## src/rtl/i2c_slave_byte_ctrl_pkg.sv

```systemverilog
// Shared types and defaults for the I2C slave byte controller and its bus front end.
package i2c_slave_byte_ctrl_pkg;

  typedef enum logic [2:0] {
    ST_IDLE     = 3'd0,
    ST_ADDR     = 3'd1,
    ST_ADDR_ACK = 3'd2,
    ST_RX       = 3'd3,
    ST_RX_ACK   = 3'd4,
    ST_TX       = 3'd5,
    ST_TX_ACK   = 3'd6,
    ST_IGNORE   = 3'd7
  } state_t;

  localparam logic [6:0] DEF_SLV_ADDR    = 7'h50;
  localparam int         DEF_SYNC_STAGES = 2;

  // General call (address 0) is never claimed.
  function automatic logic addr_hit(input logic [6:0] addr, input logic [6:0] own);
    return (addr == own) && (addr != 7'd0);
  endfunction

endpackage

```

## src/rtl/i2c_slave_byte_ctrl_bus_sync.sv

```systemverilog
// SCL/SDA synchronizers plus one delay stage; derives SCL edges and START/STOP conditions.
module i2c_slave_bus_sync
  import i2c_slave_byte_ctrl_pkg::*;
#(
  parameter int SYNC_STAGES = DEF_SYNC_STAGES
) (
  input  logic clk,
  input  logic scl_async,
  input  logic sda_async,
  output logic sda_sync,
  output logic scl_rise,
  output logic scl_fall,
  output logic start_det,
  output logic stop_det
);

  logic [SYNC_STAGES-1:0] scl_chain_reg;
  logic [SYNC_STAGES-1:0] sda_chain_reg;
  logic                   scl_dly_reg;
  logic                   sda_dly_reg;
  logic                   scl_sync;

  // No reset: the chain keeps tracking the live bus, so a reset can never fabricate an edge.
  always_ff @(posedge clk) begin
    scl_chain_reg <= {scl_chain_reg[SYNC_STAGES-2:0], scl_async};
    sda_chain_reg <= {sda_chain_reg[SYNC_STAGES-2:0], sda_async};
    scl_dly_reg   <= scl_sync;
    sda_dly_reg   <= sda_sync;
  end

  assign scl_sync = scl_chain_reg[SYNC_STAGES-1];
  assign sda_sync = sda_chain_reg[SYNC_STAGES-1];

  assign scl_rise = scl_sync & ~scl_dly_reg;
  assign scl_fall = ~scl_sync & scl_dly_reg;

  // SCL must be high on both samples, so an SDA edge coincident with an SCL edge stays data.
  assign start_det = scl_sync & scl_dly_reg & sda_dly_reg & ~sda_sync;
  assign stop_det  = scl_sync & scl_dly_reg & ~sda_dly_reg & sda_sync;

endmodule

```

## src/rtl/i2c_slave_byte_ctrl.sv

```systemverilog
// Byte-level I2C slave: address match, byte receive/transmit, open-drain SDA via output enable.
module i2c_slave_byte_ctrl
  import i2c_slave_byte_ctrl_pkg::*;
#(
  parameter logic [6:0] SLV_ADDR    = DEF_SLV_ADDR,
  parameter int         SYNC_STAGES = DEF_SYNC_STAGES
) (
  input  logic       Clk,
  input  logic       Rst,
  input  logic       Scl_i,
  input  logic       Sda_i,
  output logic       Sda_oe,
  input  logic       Ack_en,
  input  logic [7:0] Tx_data,
  output logic       Tx_load,
  output logic [7:0] Rx_data,
  output logic       Rx_valid,
  output logic       Addr_match,
  output logic       Rw,
  output logic       Master_nack,
  output logic       Stop_det,
  output logic       Busy
);

  logic sda_sync, scl_rise, scl_fall, start_det, stop_det;

  i2c_slave_bus_sync #(.SYNC_STAGES(SYNC_STAGES)) u_bus_sync (
    .clk       (Clk),
    .scl_async (Scl_i),
    .sda_async (Sda_i),
    .sda_sync  (sda_sync),
    .scl_rise  (scl_rise),
    .scl_fall  (scl_fall),
    .start_det (start_det),
    .stop_det  (stop_det)
  );

  state_t     state_reg, state_next;
  logic [2:0] bit_cnt_reg, bit_cnt_next;
  logic [7:0] shift_reg, shift_next;
  logic [6:0] tx_bits_reg, tx_bits_next;
  logic       byte_done_reg, byte_done_next;
  logic       sda_oe_reg, sda_oe_next;
  logic       rw_reg, rw_next;
  logic [7:0] rx_data_reg, rx_data_next;
  logic       busy_reg, busy_next;
  logic       rx_valid_reg, rx_valid_next;
  logic       addr_match_reg, addr_match_next;
  logic       tx_load_reg, tx_load_next;
  logic       master_nack_reg, master_nack_next;
  logic       stop_det_reg, stop_det_next;
  logic [7:0] rx_byte;

  assign rx_byte = {shift_reg[6:0], sda_sync};

  always_ff @(posedge Clk) begin
    if (Rst) begin
      state_reg       <= ST_IDLE;
      bit_cnt_reg     <= '0;
      shift_reg       <= '0;
      tx_bits_reg     <= '0;
      byte_done_reg   <= 1'b0;
      sda_oe_reg      <= 1'b0;
      rw_reg          <= 1'b0;
      rx_data_reg     <= '0;
      busy_reg        <= 1'b0;
      rx_valid_reg    <= 1'b0;
      addr_match_reg  <= 1'b0;
      tx_load_reg     <= 1'b0;
      master_nack_reg <= 1'b0;
      stop_det_reg    <= 1'b0;
    end else begin
      state_reg       <= state_next;
      bit_cnt_reg     <= bit_cnt_next;
      shift_reg       <= shift_next;
      tx_bits_reg     <= tx_bits_next;
      byte_done_reg   <= byte_done_next;
      sda_oe_reg      <= sda_oe_next;
      rw_reg          <= rw_next;
      rx_data_reg     <= rx_data_next;
      busy_reg        <= busy_next;
      rx_valid_reg    <= rx_valid_next;
      addr_match_reg  <= addr_match_next;
      tx_load_reg     <= tx_load_next;
      master_nack_reg <= master_nack_next;
      stop_det_reg    <= stop_det_next;
    end
  end

  always_comb begin
    state_next       = state_reg;
    bit_cnt_next     = bit_cnt_reg;
    shift_next       = shift_reg;
    tx_bits_next     = tx_bits_reg;
    byte_done_next   = byte_done_reg;
    sda_oe_next      = sda_oe_reg;
    rw_next          = rw_reg;
    rx_data_next     = rx_data_reg;
    busy_next        = busy_reg;
    rx_valid_next    = 1'b0;
    addr_match_next  = 1'b0;
    tx_load_next     = 1'b0;
    master_nack_next = 1'b0;
    stop_det_next    = 1'b0;

    if (start_det) begin
      state_next     = ST_ADDR;
      bit_cnt_next   = '0;
      byte_done_next = 1'b0;
      sda_oe_next    = 1'b0;
      busy_next      = 1'b1;
    end else if (stop_det) begin
      state_next     = ST_IDLE;
      byte_done_next = 1'b0;
      sda_oe_next    = 1'b0;
      busy_next      = 1'b0;
      stop_det_next  = 1'b1;
    end else begin
      case (state_reg)
        ST_ADDR, ST_RX: begin
          if (scl_rise) begin
            shift_next   = rx_byte;
            bit_cnt_next = bit_cnt_reg + 3'd1;
            if (bit_cnt_reg == 3'd7) begin
              byte_done_next = 1'b1;
              if (state_reg == ST_ADDR) begin
                rw_next         = sda_sync;
                addr_match_next = addr_hit(rx_byte[7:1], SLV_ADDR);
              end else begin
                rx_data_next  = rx_byte;
                rx_valid_next = 1'b1;
              end
            end
          end else if (scl_fall && byte_done_reg) begin
            // byte_done separates the fall ending bit 8 from the fall right after START.
            byte_done_next = 1'b0;
            if (state_reg == ST_ADDR) begin
              if (addr_hit(shift_reg[7:1], SLV_ADDR)) begin
                sda_oe_next = 1'b1;
                state_next  = ST_ADDR_ACK;
              end else begin
                state_next  = ST_IGNORE;
              end
            end else begin
              sda_oe_next = Ack_en;
              state_next  = ST_RX_ACK;
            end
          end
        end
        ST_ADDR_ACK: begin
          if (scl_fall) begin
            bit_cnt_next = '0;
            if (rw_reg) begin
              tx_bits_next = Tx_data[6:0];
              tx_load_next = 1'b1;
              sda_oe_next  = ~Tx_data[7];
              state_next   = ST_TX;
            end else begin
              sda_oe_next  = 1'b0;
              state_next   = ST_RX;
            end
          end
        end
        ST_RX_ACK: begin
          if (scl_fall) begin
            sda_oe_next  = 1'b0;
            bit_cnt_next = '0;
            state_next   = ST_RX;
          end
        end
        ST_TX: begin
          if (scl_fall) begin
            if (bit_cnt_reg == 3'd7) begin
              sda_oe_next  = 1'b0;
              bit_cnt_next = '0;
              state_next   = ST_TX_ACK;
            end else begin
              sda_oe_next  = ~tx_bits_reg[6];
              tx_bits_next = {tx_bits_reg[5:0], 1'b0};
              bit_cnt_next = bit_cnt_reg + 3'd1;
            end
          end
        end
        ST_TX_ACK: begin
          // A NACK leaves on the rise, so any fall still seen here ends an ACKed byte.
          if (scl_rise && sda_sync) begin
            master_nack_next = 1'b1;
            state_next       = ST_IGNORE;
          end else if (scl_fall) begin
            tx_bits_next = Tx_data[6:0];
            tx_load_next = 1'b1;
            sda_oe_next  = ~Tx_data[7];
            bit_cnt_next = '0;
            state_next   = ST_TX;
          end
        end
        ST_IGNORE: begin
          sda_oe_next = 1'b0;
        end
        default: begin
          state_next = state_reg;
        end
      endcase
    end
  end

  assign Sda_oe      = sda_oe_reg;
  assign Tx_load     = tx_load_reg;
  assign Rx_data     = rx_data_reg;
  assign Rx_valid    = rx_valid_reg;
  assign Addr_match  = addr_match_reg;
  assign Rw          = rw_reg;
  assign Master_nack = master_nack_reg;
  assign Stop_det    = stop_det_reg;
  assign Busy        = busy_reg;

endmodule

```

## config.mk

```make
export PLATFORM = sky130hd
export DESIGN_NAME = i2c_slave_byte_ctrl
export DESIGN_NICKNAME = d
export VERILOG_FILES = /design/src/rtl/i2c_slave_byte_ctrl_pkg.sv /design/src/rtl/i2c_slave_byte_ctrl_bus_sync.sv /design/src/rtl/i2c_slave_byte_ctrl.sv
export SDC_FILE = /design/constraint.sdc
export NUM_CORES = 1
export LEC_CHECK = 0
export CORE_ASPECT_RATIO = 1.5
export CORE_UTILIZATION = 49
export CTS_CLUSTER_SIZE = 25
export DETAILED_ROUTE_END_ITERATION = 10
export GPL_TIMING_DRIVEN = 0
export PLACE_DENSITY = 0.75
export SLEW_MARGIN = 10
export SYNTH_ARGS = -nofsm -noshare
export SYNTH_HDL_FRONTEND = slang
export SYNTH_SLANG_ARGS = --single-unit
```

## constraint.sdc

```tcl
create_clock -name Clk -period 1.6 [get_ports Clk]
set_input_delay 0.16 -clock Clk [delete_from_list [all_inputs] [get_ports Clk]]
set_output_delay 0.16 -clock Clk [all_outputs]
set_load 0.005 [all_outputs]
```

==> results.txt, run 1 <==
The die covers 4590 um^2. The worst endpoint data arrival time came out at 1.85 ns. The synthesized netlist devotes 0.828% of its cell area to XOR and XNOR gates. The initial core utilization is 52.5%. The number of CTS-inserted buffers is 5. CTS built an H-tree with a depth of 2. The largest net degree at the start of global routing came out at 14.

The number of instances in the synthesized netlist is 226. Dividing total power by cell area gives a power density of 836 nW/um^2. The via count came out at 1757. The post-synth net total is 241.

The aggregate routed wire length came out at 4.74 mm. For the pin with the worst max-slew slack, the measured transition is 0.477 ns. The hold buffer count at CTS came out at 0.

The share of the synthesized area in compound gates (AO/OA/AOI/OAI) came out at 19.9%. The combinational family with the most area after synthesis is simple AND/OR/NAND/NOR gates. The leakage component of the power came out at 1.02 nW.

The sequential cell area fraction in the yosys report came out at 41.6%. The share of cells above drive strength 1 is 21.7%. The number of remaining DRC errors is 0. After synthesis the netlist holds a flip-flop and latch count of 44. The final design utilization is 66.6%.

The routed length per instance came out at 15.2 um. Between clock sinks in the finished design, the worst skew comes to 0.00667 ns. The run finished, with violations left. The number of optimization iterations in the first detailed-route pass is 4. The element type at the critical path end is a register. The top achievable clock speed is 0.611 GHz.

In the synthesized netlist the dominant register cell turns out to be dfxtp_1. In this run, the number of DRC markers left after iteration 0 of detailed routing was 39. The post-synthesis adder-cell area fraction is 1.18%. The source-to-sink clock delay at the later pin of the worst-skew pair came out at 0.29 ns. The worst-case vdd ir drop is 0.831 mV. Setup violations remaining at the end of the flow were counted as 2. The final count of pins violating max slew came out at 0. The number of enable flip-flop cells after synthesis came out at 0. The layout overhead on the synthesized area is 26.8%. The worst hold path belongs to the class in2reg. The clock edge transition at the registers on the reported setup and hold paths is 0.08 ns. The die outline width is 55.7 um. The number of failing hold endpoints at the final stage is 0. The startpoint identified for the worst hold timing path is Scl_i. During synthesis, Yosys emitted a total of 0 warnings. The count of distinct cell types in the synthesized netlist is 53.

The mux share of post-synthesis cell area came out at 7.57%. Of the available clock period, the critical path in the final layout requires 102%. The remaining antenna violation count came out at 0.

CTS saw 44 sinks. The count of buffers inserted at the top-level ports is 28. The routability-driven placement congestion ratio is 0.904. The synthesized netlist occupies a cell area of 2120 um^2. The endpoint required time on the critical path is 1.81 ns. The total area inside the core boundary comes to 4030 um^2. The worst setup timing slack at the placement stage came out at -0.199 ns. For this run the aggregate overflow at the end of global routing stands at 0. The final setup slack of the worst path is -0.0371 ns. The global-route wire length before repair came out at 7.53 mm. The number of antenna diodes is 0. The cell occurring most often along the worst timing path is ha_4. The sum of net half-perimeters after detailed placement is 3.26 mm.

The height of the chip is 82.5 um. The floorplan has 28 rows. The setup path with the least slack is of type reg2reg. The synthesized netlist devotes 20.9% of its cell area to simple gates. Traced cell by cell, the critical path runs through ha_4, ha_4, nand2b_4, o211ai_4, o2111ai_4, a2111o_1, o31ai_2. The number of antenna violations at the first check in global routing came out at 0.

The maximum buffer depth of the clock tree is 2. The average cell area after synthesis is 9.36 um^2. Tracing the worst setup path back leads to its startpoint at bit_cnt_reg[0]. The via count of the first global-routing pass is 1610. The final-stage net count came out at 282. The count of pins on the block boundary came out at 29.

The final reports fail on setup timing. The tool flagged a number of max-cap violations equal to 0. Setup repair after global routing could not meet its margin everywhere. The overall routing resource usage is 21.3%. The root buffer cell is clkbuf_8. The via count normalized by instance count is 5.63.

On the critical path, the stage with the largest delay is an instance of a2111o_1. The maximum single-stage delay on the critical path is 0.42 ns. The startpoint of the most critical register-to-register path is bit_cnt_reg[0].

TritonCTS built the clock tree. The proportion of synthesized flip-flops having asynchronous set or reset is 0%. The final critical-path required period is 1.64 ns. The worst setup path is launched from a register. The worst max-slew margin expressed relative to the limit came out at 68.2%. The layout has 339 filler cells. The largest fanout on the critical path is 4.
==> cell families after synthesis <==
| logic type | after synthesis |
|---|---|
| and+or+nand+nor | 85 |
| muxes | 16 |
| DFF | 44 |
| xor gates and xnor gates | 2 |
| AOI/OAI and AO/OA | 57 |
| buffers and inverters | 20 |
| adders and majority gates | 2 |
==> layer usage <==
metal	vias up	part of all wire, %	global-route usage [%]
li1	881	-	-
met1	825	44	24.6
met2	36	50	37.0
met3	15	3.3	3.74
met4	0	3.1	13.0
met5	-	0	0
==> cells in the mapped netlist (2+ instances only) <==
cell type,instances,area (um^2)
or3_1,3,18.8
inv_1,3,11.3
mux2i_1,16,160
o21ai_0,4,20.0
xor2_1,2,17.5
a21oi_1,23,115
o21ai_1,2,10.0
a21o_1,2,15.0
nand3_1,5,25.0
a31oi_1,4,25.0
clkbuf_1,2,7.51
nand2b_2,3,26.3
dfxtp_1,44,881
nor3b_1,4,30.0
buf_4,2,15.0
nor2_1,18,67.6
nand2_1,30,113
o21ai_2,2,17.5
nor3_1,4,20.0
nand2b_1,3,18.8
buf_2,3,15.0
ha_1,2,25.0
nor2b_1,3,18.8
buf_6,8,90.1
a311oi_1,6,52.6
==> placed cells by master, fill, tap and decap left out, types with 4 or more instances in the layout <==
| master | Yosys | final |
|---|---|---|
| buf_4 | 2 | 7 |
| nor3_1 | 4 | 4 |
| a31oi_1 | 4 | 4 |
| o21ai_0 | 4 | 4 |
| a311oi_1 | 6 | 6 |
| nand2_1 | 30 | 30 |
| mux2i_1 | 16 | 16 |
| buf_6 | 8 | 9 |
| clkdlybuf4s50_1 | 0 | 28 |
| nand3_1 | 5 | 5 |
| clkbuf_8 | 1 | 6 |
| nor2_1 | 18 | 17 |
| a21oi_1 | 23 | 21 |
| dfxtp_1 | 44 | 39 |
| dfxtp_2 | 0 | 4 |
==> report_power, final <==
group / total [mW] / internal (mW) / switching, mW
Combinational: 0.434 / 0.218 / 0.216
Clock: 0.661 / 0.296 / 0.365
Sequential: 1.15 / 1.12 / 0.0264
Total: 2.24 / 1.63 / 0.608
==> worst paths after layout <==
kind	endpoint	slack [ns]	cells past startpoint
worst max-delay path	state_reg[0]	-0.04	7
worst min register to register	u_bus_sync.scl_chain_reg[1]	0.33	0
worst min-delay path	u_bus_sync.scl_chain_reg[0]	0.31	1
worst max register to register	state_reg[0]	-0.04	7
==> through the flow <==
stage | setup TNS (ns) | hold slack, ns | power, mW | instance area, um^2 | instances
after floorplan | 0 | 0.188 | 1.43 | 2130 | 226
after global placement | -0.326 | 0.311 | 1.52 | 2460 | 299
after detailed placement | -0.301 | 0.314 | 1.52 | 2460 | 299
after CTS | -0.157 | 0.294 | 2.21 | 2610 | 311
after global routing | -0.298 | 0.291 | 2.34 | 2680 | 312
final | -0.0379 | 0.305 | 2.24 | 2680 | 312
==> final cells by class <==
cell class | count | area (um^2) | area share, %
Multi-Input combinational cell | 162 | 1150 | 42.8
Sequential cell | 44 | 890 | 33.2
Tap cell | 45 | 56.3 | 2.10
Buffer | 16 | 158 | 5.88
Clock buffer | 5 | 68.8 | 2.57
Clock inverter | 2 | 12.5 | 0.466
Inverter | 3 | 11.3 | 0.420
Timing Repair Buffer | 35 | 338 | 12.6
==> timing repair <==
action,in CTS,in global routing
cloned,0,1
setup endpoints to repair,3,17
pin swaps,4,12
setup buffers,5,2
gates resized for setup,6,21
==> worst max-delay path: cells and delay by family, from the launching register on <==
family,cells,cell delay [ns]
simple gates,1,0.07
fa+ha+maj,2,0.28
flops,1,0.36
compound gates,4,0.84
Note: power is estimated with default switching activity, not from simulation.
==> run 2: changes to the inputs <==
--- a/config.mk
+++ b/config.mk
@@ -5,8 +5,9 @@
 export SDC_FILE = /design/constraint.sdc
 export NUM_CORES = 1
 export LEC_CHECK = 0
+export ABC_AREA = 1
 export CORE_ASPECT_RATIO = 1.5
-export CORE_UTILIZATION = 49
+export CORE_UTILIZATION = 48
 export CTS_CLUSTER_SIZE = 25
 export DETAILED_ROUTE_END_ITERATION = 10
 export GPL_TIMING_DRIVEN = 0
==> results.txt, run 2 <==
The flow ran to the end, and the final reports show no timing, DRC or antenna violations. The number of enable flip-flop cells after synthesis came out at 0. For this design the static power due to leakage is 1.11 nW. For the final routed database, the setup TNS stands at 0 ns. The final design utilization came out at 64.0%.

At the later pin of the worst-skew pair, clock insertion delay measures 0.30 ns. The worst hold path startpoint is Sda_i. The wire-length estimate of the detail-placed layout is 3.36 mm. The root buffer cell chosen for the clock tree is clkbuf_8. The clock edge transition at the registers on the reported setup and hold paths came out at 0.09 ns. In this run the horizontal extent of the chip is 54.7 um. TritonCTS built the clock tree. The final count of pins violating max slew came out at 0.

After the first detailed-routing iteration, the DRC count stood at 39. The maximum single-stage delay on the critical path came out at 0.35 ns. The number of failing hold endpoints at the final stage came to 0. TritonCTS created 5 clock buffers. In the layout the commonest cells are nand2_1, nor2_1, dfxtp_1. The power density over the cells came out at 1430 nW/um^2. The worst clock skew is 0.00686 ns. The number of non-filler instances in the completed layout is 374. In this run the remaining antenna-violating nets after routing total 0. The layout overhead on the synthesized area is 26.9%. The routed length per instance came out at 12.4 um.

Final hold analysis gives a worst-case slack of 0.298 ns. The number of instances in the synthesized netlist is 287. The category of the worst setup path launch point is a register.

The total number of clock tree sinks is 44. The worst-case vdd ir drop is 0.833 mV. The commonest non-fill, non-tap cell in the layout is nand2_1. The die covers 4430 um^2. The residual overflow from global routing is 0.

The average cell area after synthesis is 6.96 um^2. The largest fanout on the critical path came out at 7. The largest total area in the synthesized netlist belongs to dfxtp_1.

Setup repair after global routing could not meet its margin everywhere. After layout, the worst path uses 98.7% of the clock period. The count of fill cells added during filler insertion came out at 364. The number of antenna violations at the first check in global routing is 0. The count of synthesis-stage warnings from yosys is 0. The synthesis-stage register bit count came out at 44. The sequential cell area fraction in the yosys report came out at 44.1%. The count of pins on the block boundary came out at 29. Together, buffers and inverters on the worst path number 1. The routability-driven placement congestion ratio is 0.941. Synthesis instantiated 26 different standard cells from the library. The hold-critical path depth came out at 1.

In the final layout, the share of cells above drive strength 1 is 14.0%. STA puts the critical path data required time at 1.84 ns. The portion of synthesized cell area occupied by the leading cell type came out at 44.1%. The startpoint identified for the worst register-to-register timing path is bit_cnt_reg[1]. For this run, the leading register cell type out of synthesis is dfxtp_1. Yosys attributes the largest share of cell area to dfxtp_1, nand2_1, nor2_1.

Including well taps, the total number of placed cells is 360. The worst endpoint data arrival time is 1.81 ns. The cell with the biggest individual delay on the critical path is dfxtp_1.

No sink is reached through more buffers than the 2 on the longest clock path. The final critical-path required period is 1.58 ns. The initial utilization of the core area, before any placement, comes to 50.5%.

Ranked by instance count, the synthesized netlist is headed by nand2_1, nor2_1, dfxtp_1, o21ai_0, inv_1. Entering global routing, the biggest net connects 15 pins. The count of buffers inserted at the top-level ports came out at 28.

The cell family with the largest share of critical-path delay is simple AND/OR/NAND/NOR gates. The worst max-slew margin expressed relative to the limit came out at 70.9%. The top achievable clock speed is 0.633 GHz.

After synthesis the cells add up to 2000 um^2. The placed standard-cell area came out at 2330 um^2. The final non-filler cell area came out at 2530 um^2. The repair_antennas step left the layout with diodes totalling 0. The via count of the first global-routing pass came to 1691. For this run, design rule violations remaining after detail routing come to 0. The global-route wire length before repair is 7.45 mm.

Across the run, the number of max-cap violations was 0. The via count normalized by instance count came out at 5.20. In this run the worst hold path is classified as in2reg.

The height of the chip came out at 81.0 um. At the pin with the least slew margin, the transition time is 0.436 ns. The count of cells along the worst register-to-register path is 9. The area of the placeable core came out at 3960 um^2.

The final-stage net count came out at 343. The path with the worst hold slack has its endpoint at u_bus_sync.sda_chain_reg[0]. The post-synth net total came out at 302. For this run, the total global-route usage over all layers was measured as 23.0%. Wires add up to 4.65 mm. STA classifies the critical path endpoint as a register.

The capture point of the worst reg-to-reg path is tx_bits_reg[4]. The most frequent cell after synthesis is nand2_1. The setup check on the worst reg-to-reg path leaves a slack of 0.02 ns. The number of optimization iterations in the first detailed-route pass is 4.

Of all flip-flops after synthesis, the portion carrying an async set or reset was 0%. The critical path goes through ha_4, ha_4, inv_2, nand4_1, nand2_1, nand3_2, nor2_4, nor2_1, nor2_1. The final setup violation count is 0. The total number of placement rows came out at 28. The via count came out at 1945. The count of H-tree levels built during CTS came out at 2. The setup path with the least slack is of type reg2reg.
## run 2: final cells by class
type | instances | area (um^2) | share of cell area, %
plain buffers | 5 | 37.5 | 1.48
clock buffers | 6 | 82.6 | 3.26
multi-input cells | 215 | 1040 | 41.2
flip-flops and latches | 44 | 885 | 34.9
repair buffers | 34 | 325 | 12.8
inverters | 23 | 88.8 | 3.50
well taps | 45 | 56.3 | 2.22
clock inverters | 2 | 15.0 | 0.592
## run 2: stage by stage
stage	worst slack, ns	power (mW)
after floorplan	0.0473	2.45
after global placement	-0.242	2.75
after detailed placement	-0.264	2.77
after CTS	0.00201	3.54
after global routing	-0.0970	3.92
final	0.0214	3.63
## run 2: where the power goes
| part | switching [mW] | internal (mW) | total, mW |
|---|---|---|---|
| logic | 0.920 | 0.540 | 1.46 |
| clock network | 0.404 | 0.350 | 0.754 |
| registers | 0.147 | 1.27 | 1.42 |
## run 2: worst max path at each step
stage / startpoint / endpoint / slack [ns] / cells past startpoint
after global routing: bit_cnt_reg[0] / tx_bits_reg[4] / -0.1 / 9
after global placement: bit_cnt_reg[0] / tx_bits_reg[4] / -0.24 / 10
after CTS: bit_cnt_reg[0] / tx_bits_reg[4] / 0.002 / 9
after detailed placement: bit_cnt_reg[0] / tx_bits_reg[4] / -0.26 / 10
final: bit_cnt_reg[1] / tx_bits_reg[4] / 0.02 / 9
after floorplan: bit_cnt_reg[0] / tx_bits_reg[1] / 0.05 / 10
## run 2: layer usage
metal | up-vias | GRT usage (%) | share of wire, %
met5 | - | 0 | 0
met4 | 0 | 9.49 | 2.0
met3 | 10 | 3.56 | 4.3
met2 | 56 | 39.9 | 51
met1 | 880 | 26.7 | 43
li1 | 999 | - | -
## run 2: cells by family (layout without fill, tap and decap cells)
kind of cell               count (synthesis)  count (layout)  synth area share [%]
adders and majority gates                  2               2                  1.25
and+or+nand+nor                          175             175                  38.4
DFF                                       44              44                  44.1
buffers and inverters                     28              70                  6.01
AOI/OAI and AO/OA                         38              38                  10.3
## run 2: repair_timing
item	in CTS	in global routing
resized for setup	9	11
hold buffers	0	0
setup buffers	2	4
pin swaps	3	7
endpoints found under the setup margin	11	25
